**src/rtl/crash_display_ctrl.sv**
```systemverilog
// crash_display_ctrl
//   Chooses the colour mode of the crash-indicator VGA display from a raw
//   crash-sensor input. The sensor is synchronised and debounced, then a
//   SAFE / ALERT / CRASH state machine counts frames to blink the display
//   while a crash is suspected and to confirm a sustained crash. The colour
//   register only loads on frame_start, so a frame never shows mixed colours.
//
// Ports
//   clk           in   pixel clock (25 MHz), sole clock
//   reset         in   synchronous, active-high reset
//   frame_start   in   one-cycle pulse at the end of every frame
//   crash_in      in   raw asynchronous sensor level, 1 = crash
//   ack           in   operator clear, level-sampled every cycle
//   color_select  out  1 = red, 0 = green
//   state_o       out  SAFE=0, ALERT=1, CRASH=2
//   crash_latched out  high while in CRASH
//   crash_count   out  confirmed crashes, saturating at 255
module crash_display_ctrl #(
  parameter int DEBOUNCE_CYCLES = 1000,
  parameter int BLINK_FRAMES    = 15,
  parameter int CONFIRM_FRAMES  = 60
) (
  input  logic       clk,
  input  logic       reset,
  input  logic       frame_start,
  input  logic       crash_in,
  input  logic       ack,
  output logic       color_select,
  output logic [1:0] state_o,
  output logic       crash_latched,
  output logic [7:0] crash_count
);

  // Counters are sized to hold their terminal value; the +1 keeps a
  // parameter of 1 from collapsing a counter to zero width.
  localparam int DB_W = $clog2(DEBOUNCE_CYCLES + 1);
  localparam int CF_W = $clog2(CONFIRM_FRAMES + 1);
  localparam int BF_W = $clog2(BLINK_FRAMES + 1);

  localparam logic [DB_W-1:0] DB_LAST = DB_W'(DEBOUNCE_CYCLES - 1);
  localparam logic [CF_W-1:0] CF_LAST = CF_W'(CONFIRM_FRAMES - 1);
  localparam logic [BF_W-1:0] BF_LAST = BF_W'(BLINK_FRAMES - 1);

  typedef enum logic [1:0] {
    SAFE  = 2'd0,
    ALERT = 2'd1,
    CRASH = 2'd2
  } state_t;

  logic            sync1;
  logic            s;
  logic            db;
  logic [DB_W-1:0] db_cnt;

  state_t          state;
  logic [CF_W-1:0] frame_cnt;
  logic [BF_W-1:0] blink_cnt;
  logic            blink_phase;

  // Two-flop synchroniser followed by a debouncer: db only follows s after
  // s has disagreed with it for DEBOUNCE_CYCLES consecutive cycles; any
  // return to agreement restarts the count.
  always_ff @(posedge clk) begin
    if (reset) begin
      sync1  <= 1'b0;
      s      <= 1'b0;
      db     <= 1'b0;
      db_cnt <= '0;
    end else begin
      sync1 <= crash_in;
      s     <= sync1;
      if (s == db) begin
        db_cnt <= '0;
      end else if (db_cnt == DB_LAST) begin
        db     <= s;
        db_cnt <= '0;
      end else begin
        db_cnt <= db_cnt + DB_W'(1);
      end
    end
  end

  // State machine plus frame-gated colour register. The colour loaded at a
  // frame_start reflects the state before that edge, so a transition shows
  // on screen at the first frame boundary after it.
  always_ff @(posedge clk) begin
    if (reset) begin
      state         <= SAFE;
      frame_cnt     <= '0;
      blink_cnt     <= '0;
      blink_phase   <= 1'b1;
      crash_count   <= 8'd0;
      crash_latched <= 1'b0;
      color_select  <= 1'b0;
    end else begin
      if (frame_start) begin
        case (state)
          SAFE:    color_select <= 1'b0;
          ALERT:   color_select <= blink_phase;
          CRASH:   color_select <= 1'b1;
          default: color_select <= 1'b0;
        endcase
      end

      case (state)
        SAFE: begin
          if (db) begin
            state       <= ALERT;
            frame_cnt   <= '0;
            blink_cnt   <= '0;
            blink_phase <= 1'b1;
          end
        end

        ALERT: begin
          // A released sensor wins over a coincident frame_start.
          if (!db) begin
            state <= SAFE;
          end else if (frame_start) begin
            if (frame_cnt == CF_LAST) begin
              state         <= CRASH;
              crash_latched <= 1'b1;
              if (crash_count != 8'hFF) begin
                crash_count <= crash_count + 8'd1;
              end
            end else begin
              frame_cnt <= frame_cnt + CF_W'(1);
            end
            if (blink_cnt == BF_LAST) begin
              blink_cnt   <= '0;
              blink_phase <= ~blink_phase;
            end else begin
              blink_cnt <= blink_cnt + BF_W'(1);
            end
          end
        end

        CRASH: begin
          // The operator can only clear once the sensor has settled low.
          if (ack && !db) begin
            state         <= SAFE;
            crash_latched <= 1'b0;
          end
        end

        default: begin
          state         <= SAFE;
          crash_latched <= 1'b0;
        end
      endcase
    end
  end

  assign state_o = state;

endmodule

```
**config.mk**
```make
export PLATFORM = sky130hd
export DESIGN_NAME = crash_display_ctrl
export DESIGN_NICKNAME = d
export VERILOG_FILES = /design/src/rtl/crash_display_ctrl.sv
export SDC_FILE = /design/constraint.sdc
export NUM_CORES = 1
export LEC_CHECK = 0
export BUFFER_PORTS_ARGS = -buffer_cell sky130_fd_sc_hd__buf_2
export CORE_UTILIZATION = 40
export CTS_CLUSTER_SIZE = 20
export DETAILED_ROUTE_END_ITERATION = 10
export SKIP_CTS_REPAIR_TIMING = 1
export SLEW_MARGIN = 10
export SYNTH_ARGS = -nofsm -noshare
export SYNTH_HDL_FRONTEND = slang
export SYNTH_SLANG_ARGS = --single-unit
```
**constraint.sdc**
```tcl
create_clock -name clk -period 1.7 [get_ports clk]
set_clock_uncertainty 0.15 [all_clocks]
set_input_delay 0.085 -clock clk [delete_from_list [all_inputs] [get_ports clk]]
set_output_delay 0.085 -clock clk [all_outputs]
set_load 0.02 [all_outputs]
```
**Yosys cells after proc, flatten, opt, wreduce, memory -nomap -nowiden**

Index checks and enable logic that the tools add are counted.

- Add/subtract/negate cells: 4
- Equal/unequal tests: 16
- Multiplexer cells: 27
- Bitwise logic cells: 3
- Reduce and logical (&&, ||, !) cells: 12

Operator list:

| kind | number |
|---|---|
| 2-to-1 mux 6 bit | 4 |
| AND reduction 5 bit | 4 |
| 2-to-1 mux 4 bit | 4 |
| inequality test 2 bit (second input constant) | 7 |
| one-hot mux 6 bit (2 select lines) | 1 |
| adder 10 x 1 -> 10 bit (second input constant) | 1 |
| == test 10 bit (second input constant) | 1 |
| 2-to-1 mux 2 bit | 5 |
| adder 8 x 1 -> 8 bit (second input constant) | 1 |
| 2-to-1 mux 1 bit | 8 |
| inequality test 8 bit (second input constant) | 1 |
| one-hot mux 4 bit (2 select lines) | 1 |
| AND reduction 4 bit | 2 |
| adder 6 x 1 -> 6 bit (second input constant) | 1 |
| == test 6 bit (second input constant) | 1 |
| inequality test 3 bit (second input constant) | 2 |
| one-hot mux 2 bit (3 select lines) | 1 |
| adder 4 x 1 -> 4 bit (second input constant) | 1 |
| == test 4 bit (second input constant) | 1 |
| one-hot mux 1 bit (2 select lines) | 2 |
| inverter 1 bit | 3 |
| one-hot mux 1 bit (3 select lines) | 1 |
| OR reduction 3 bit | 1 |
| == test 2 x 1 -> 1 bit (second input constant) | 1 |
| 7 further kinds | 7 |

- Flip-flop bits (word level): 36
- Bits of input ports: 5
- Output and inout port bits: 12

**Depth between registers and ports, before layout**

- Depth in word-level cells: 5
- Depth in mapped cells: 7
- Mapped depth without buffers: 6

**Worst setup path after synthesis**

Ideal clock, no wire load.

- Path type: reg-to-reg
- Start: register state[0], in the netlist state_o[0]
- End: register crash_count[5]
- Setup time: 0.070 ns
- Arrival time: 1.711 ns
- Required time: 1.480 ns
- Path slack: -0.230 ns
- Stages on the path, launching flop included: 7
- Period minus slack after synthesis: 1.930 ns
- Cells stage by stage: dfxtp_1 ha_1 buf_6 and3_2 nand3_4 or4_1 a21oi_1

- Cells in the longest elaborated chain, start to end: 2

RTL lines:

| element | line | source |
|---|---|---|
| start, declared | 55 | `state_t state;` |
| start signal, assigned | 88 | `state <= SAFE;` |
| start signal, assigned | 108 | `state <= ALERT;` |
| start signal, assigned | 118 | `state <= SAFE;` |
| == test 2 x 1 -> 1 bit | 105 | `case (state)` |
| AND reduction 5 bit (no line) | - |  |
| end signal, assigned | 124 | `crash_count <= crash_count + 8'd1;` |
| end, declared | 31 | `output logic [7:0] crash_count` |

No other way between the ends.
A chain may end at the register's enable or synchronous reset.

**Worst setup path in the final report**

- Start: register state[1], in the netlist state_o[1]
- End: register crash_count[4]

Same word-level chain as after synthesis.

==> impl_metrics.json <==
{
  "outcome": "finished, violations left",
  "violations": "setup timing",
  "grtUsageMet1_pct": 24.5,
  "io_pins": 17,
  "reg2reg_from": "state_o[1]",
  "final_common_cell": "dfxtp_1",
  "synth_cell_types": 46,
  "hold_class": "input pin to register",
  "rsz0062_at_grt": "true",
  "die_area_um2": 4730,
  "drt_iter0_markers": 63,
  "yosys_warnings": 0,
  "die_w_um": 68.8,
  "syn_area_per_cell_um2": 8.63,
  "synth-edff-count": 0,
  "vias_per_cell": 5.28,
  "rows": 23,
  "clock-root-buffer": "clkbuf_8",
  "setup.worst_path.start": "state_o[1]",
  "coreArea_um2": 4140,
  "grt_util_met3_pct": 4.93,
  "overflow": 0,
  "drv_cap": 0,
  "setup_viol": 4,
  "routed_wl_um": 3940,
  "syn_area_um2": 1790,
  "setup_slack_ps": -108,
  "peakVddDrop_uv": 505,
  "p_per_area_nw_per_um2": 744,
  "cp_slowest_cell": "or4_1",
  "synth_ff_type": "dfxtp_1",
  "ys_seq_elements": 36,
  "cts_buffers": 5,
  "synthArstFlopShare_pct": 0,
  "numPortBuffers": 16,
  "postSynthCellCount": 207,
  "die_height_um": 68.8,
  "hpwlAfterDp_um": 2760,
  "hp-start": "frame_start",
  "cts.sinks": 36,
  "cts_buffer_depth": 2,
  "htreeDepth": 2,
  "dpl_worst_slack_ps": -46.8,
  "fill_cells": 397,
  "fin_crit_sh_pct": 106,
  "rr_endpoint": "crash_count[4]",
  "holdPathEnd": "color_select",
  "finalCriticalPeriod_ps": 1810,
  "worstPathCellList": "inv_4 > ha_4 > and3_4 > nand4_1 > or4_1 > a21oi_2",
  "grt_pass1_vias": 1392,
  "area_delta_synth_final_pct": 33.6,
  "max_freq_mhz": 553,
  "vias": 1643,
  "final_cell_mix": "31 x dfxtp_1, 30 x buf_4, 20 x nor2_1",
  "wire_per_inst_um": 12.7,
  "cts_tree": "built",
  "critPathTopFamily": "simple AND/OR/NAND/NOR gates",
  "grtUsageTotal_pct": 18.1,
  "diodes": 0,
  "cp.buffers_inverters": 1,
  "cp.required_ps": 1780,
  "finalSetupTns_ps": -218,
  "hold_violations": 0,
  "synth_nets": 220,
  "whs_path_depth": 3,
  "worst_slew_pin_slew_ps": 341,
  "crit_path_start_kind": "register",
  "relSlewSlack_pct": 77.2,
  "grt.met2_usage_pct": 26.1,
  "grt_most_used_layer": "met2",
  "gp_congestion": 0.761,
  "slowest_delay_ps": 560,
  "p_leak_nw": 0.912,
  "critPathKind": "register to register",
  "fin_nets": 273,
  "drtPass1Iterations": 5,
  "cp_max_fo": 5,
  "grt_pass1_wl_um": 6220,
  "p_total_w": 0.00177,
  "ant_nets": 0,
  "ff2ff_setup_slack_ps": -110,
  "drc": 0,
  "critical_path.endpoint_type": "register",
  "drive_above_1_share_pct": 32.6,
  "clk_latency_ps": 290,
  "yosysSeqAreaShare_pct": 40.4,
  "r2r_cells": 6,
  "cts.clk_slew.worst_paths_ps": 70,
  "worst_ep_arrival_time_ps": 1890,
  "initial_core_util_pct": 43.1,
  "antenna_found_initial": 0,
  "maxSlewViolCount": 0,
  "grt_max_degree": 16
}
[registers in the layout, summed over array words and instances, names as in the netlist]
name / flops
s: 1
blink_cnt: 4
db_cnt: 10
frame_cnt: 6
sync1: 1
crash_count: 8
crash_latched: 1
state_o: 2
blink_phase: 1
color_select: 1
db: 1
[final cells by class]
type,count,area (um2),area share (%)
clock buffer,8,121,5.09
inverter,7,28.8,1.21
multi-input combinational,160,1090,45.9
sequential,36,732,30.7
tap,50,62.6,2.62
timing repair buffer,50,345,14.5
[metal layers]
| metal | vias to the layer above | routed length [um] |
|---|---|---|
| met5 | - | 0 |
| met4 | 0 | 63 |
| met3 | 7 | 103 |
| met2 | 18 | 1810 |
| met1 | 764 | 1960 |
| li1 | 854 | - |
[metrics by stage]
stage	instances	hold slack [ps]	utilization [%]	cell area, um2
2_1_floorplan	207	6.61	-	1820
3_3_place_gp	295	146	51.3	2130
3_5_place_dp	295	158	51.3	2130
4_1_cts	303	-151	54.2	2250
5_1_grt	311	30.2	57.5	2380
6_report	311	4.31	57.5	2380
[power breakdown]
part | internal (W) | total (W) | switching (W)
clock | 0.000458 | 0.000759 | 0.000301
sequential | 0.000850 | 0.000857 | 0.00000686
combinational | 0.0000732 | 0.000158 | 0.0000844
total | 0.00138 | 0.00177 | 0.000392
[cell families after synthesis]
kind of cell,synth area share [%]
compound gates,14.3
buf+inv,3.29
mux,2.38
flops,40.4
fa+ha+maj,5.61
xor+xnor,4.41
simple gates,29.6
[cells in the mapped netlist (2+ instances only)]
cell	count	area [um2]
ha_1	8	100
mux2i_1	2	20.0
xnor2_1	5	43.8
a21oi_1	17	85.1
or4_1	5	37.5
xor2_1	4	35.0
nand2_1	18	67.6
or3_1	4	25.0
o31ai_1	4	30.0
nand3b_1	2	15.0
mux2_2	2	22.5
nor3b_1	2	15.0
clkbuf_1	2	7.51
nor2b_1	4	25.0
o21ai_0	11	55.1
nor2_1	21	78.8
nor3_1	7	35.0
nand3_1	10	50.1
inv_1	7	26.3
nand4_1	5	31.3
and3_1	4	25.0
a31oi_1	2	12.5
nand2b_1	3	18.8
dfxtp_1	36	721
[tightest hold or removal path: stages]
cell and delay, ps:
buf_2 140, nand2b_1 120, a21oi_1 50
[worst max-delay path by stage]
stage / endpoint / cells past startpoint
after floorplan: crash_count[5] / 4
after global placement: crash_count[4] / 6
after detailed placement: crash_count[4] / 6
after CTS: crash_count[4] / 6
after global routing: crash_count[2] / 7
final: crash_count[4] / 6
Note: power is estimated with default switching activity, not from simulation.
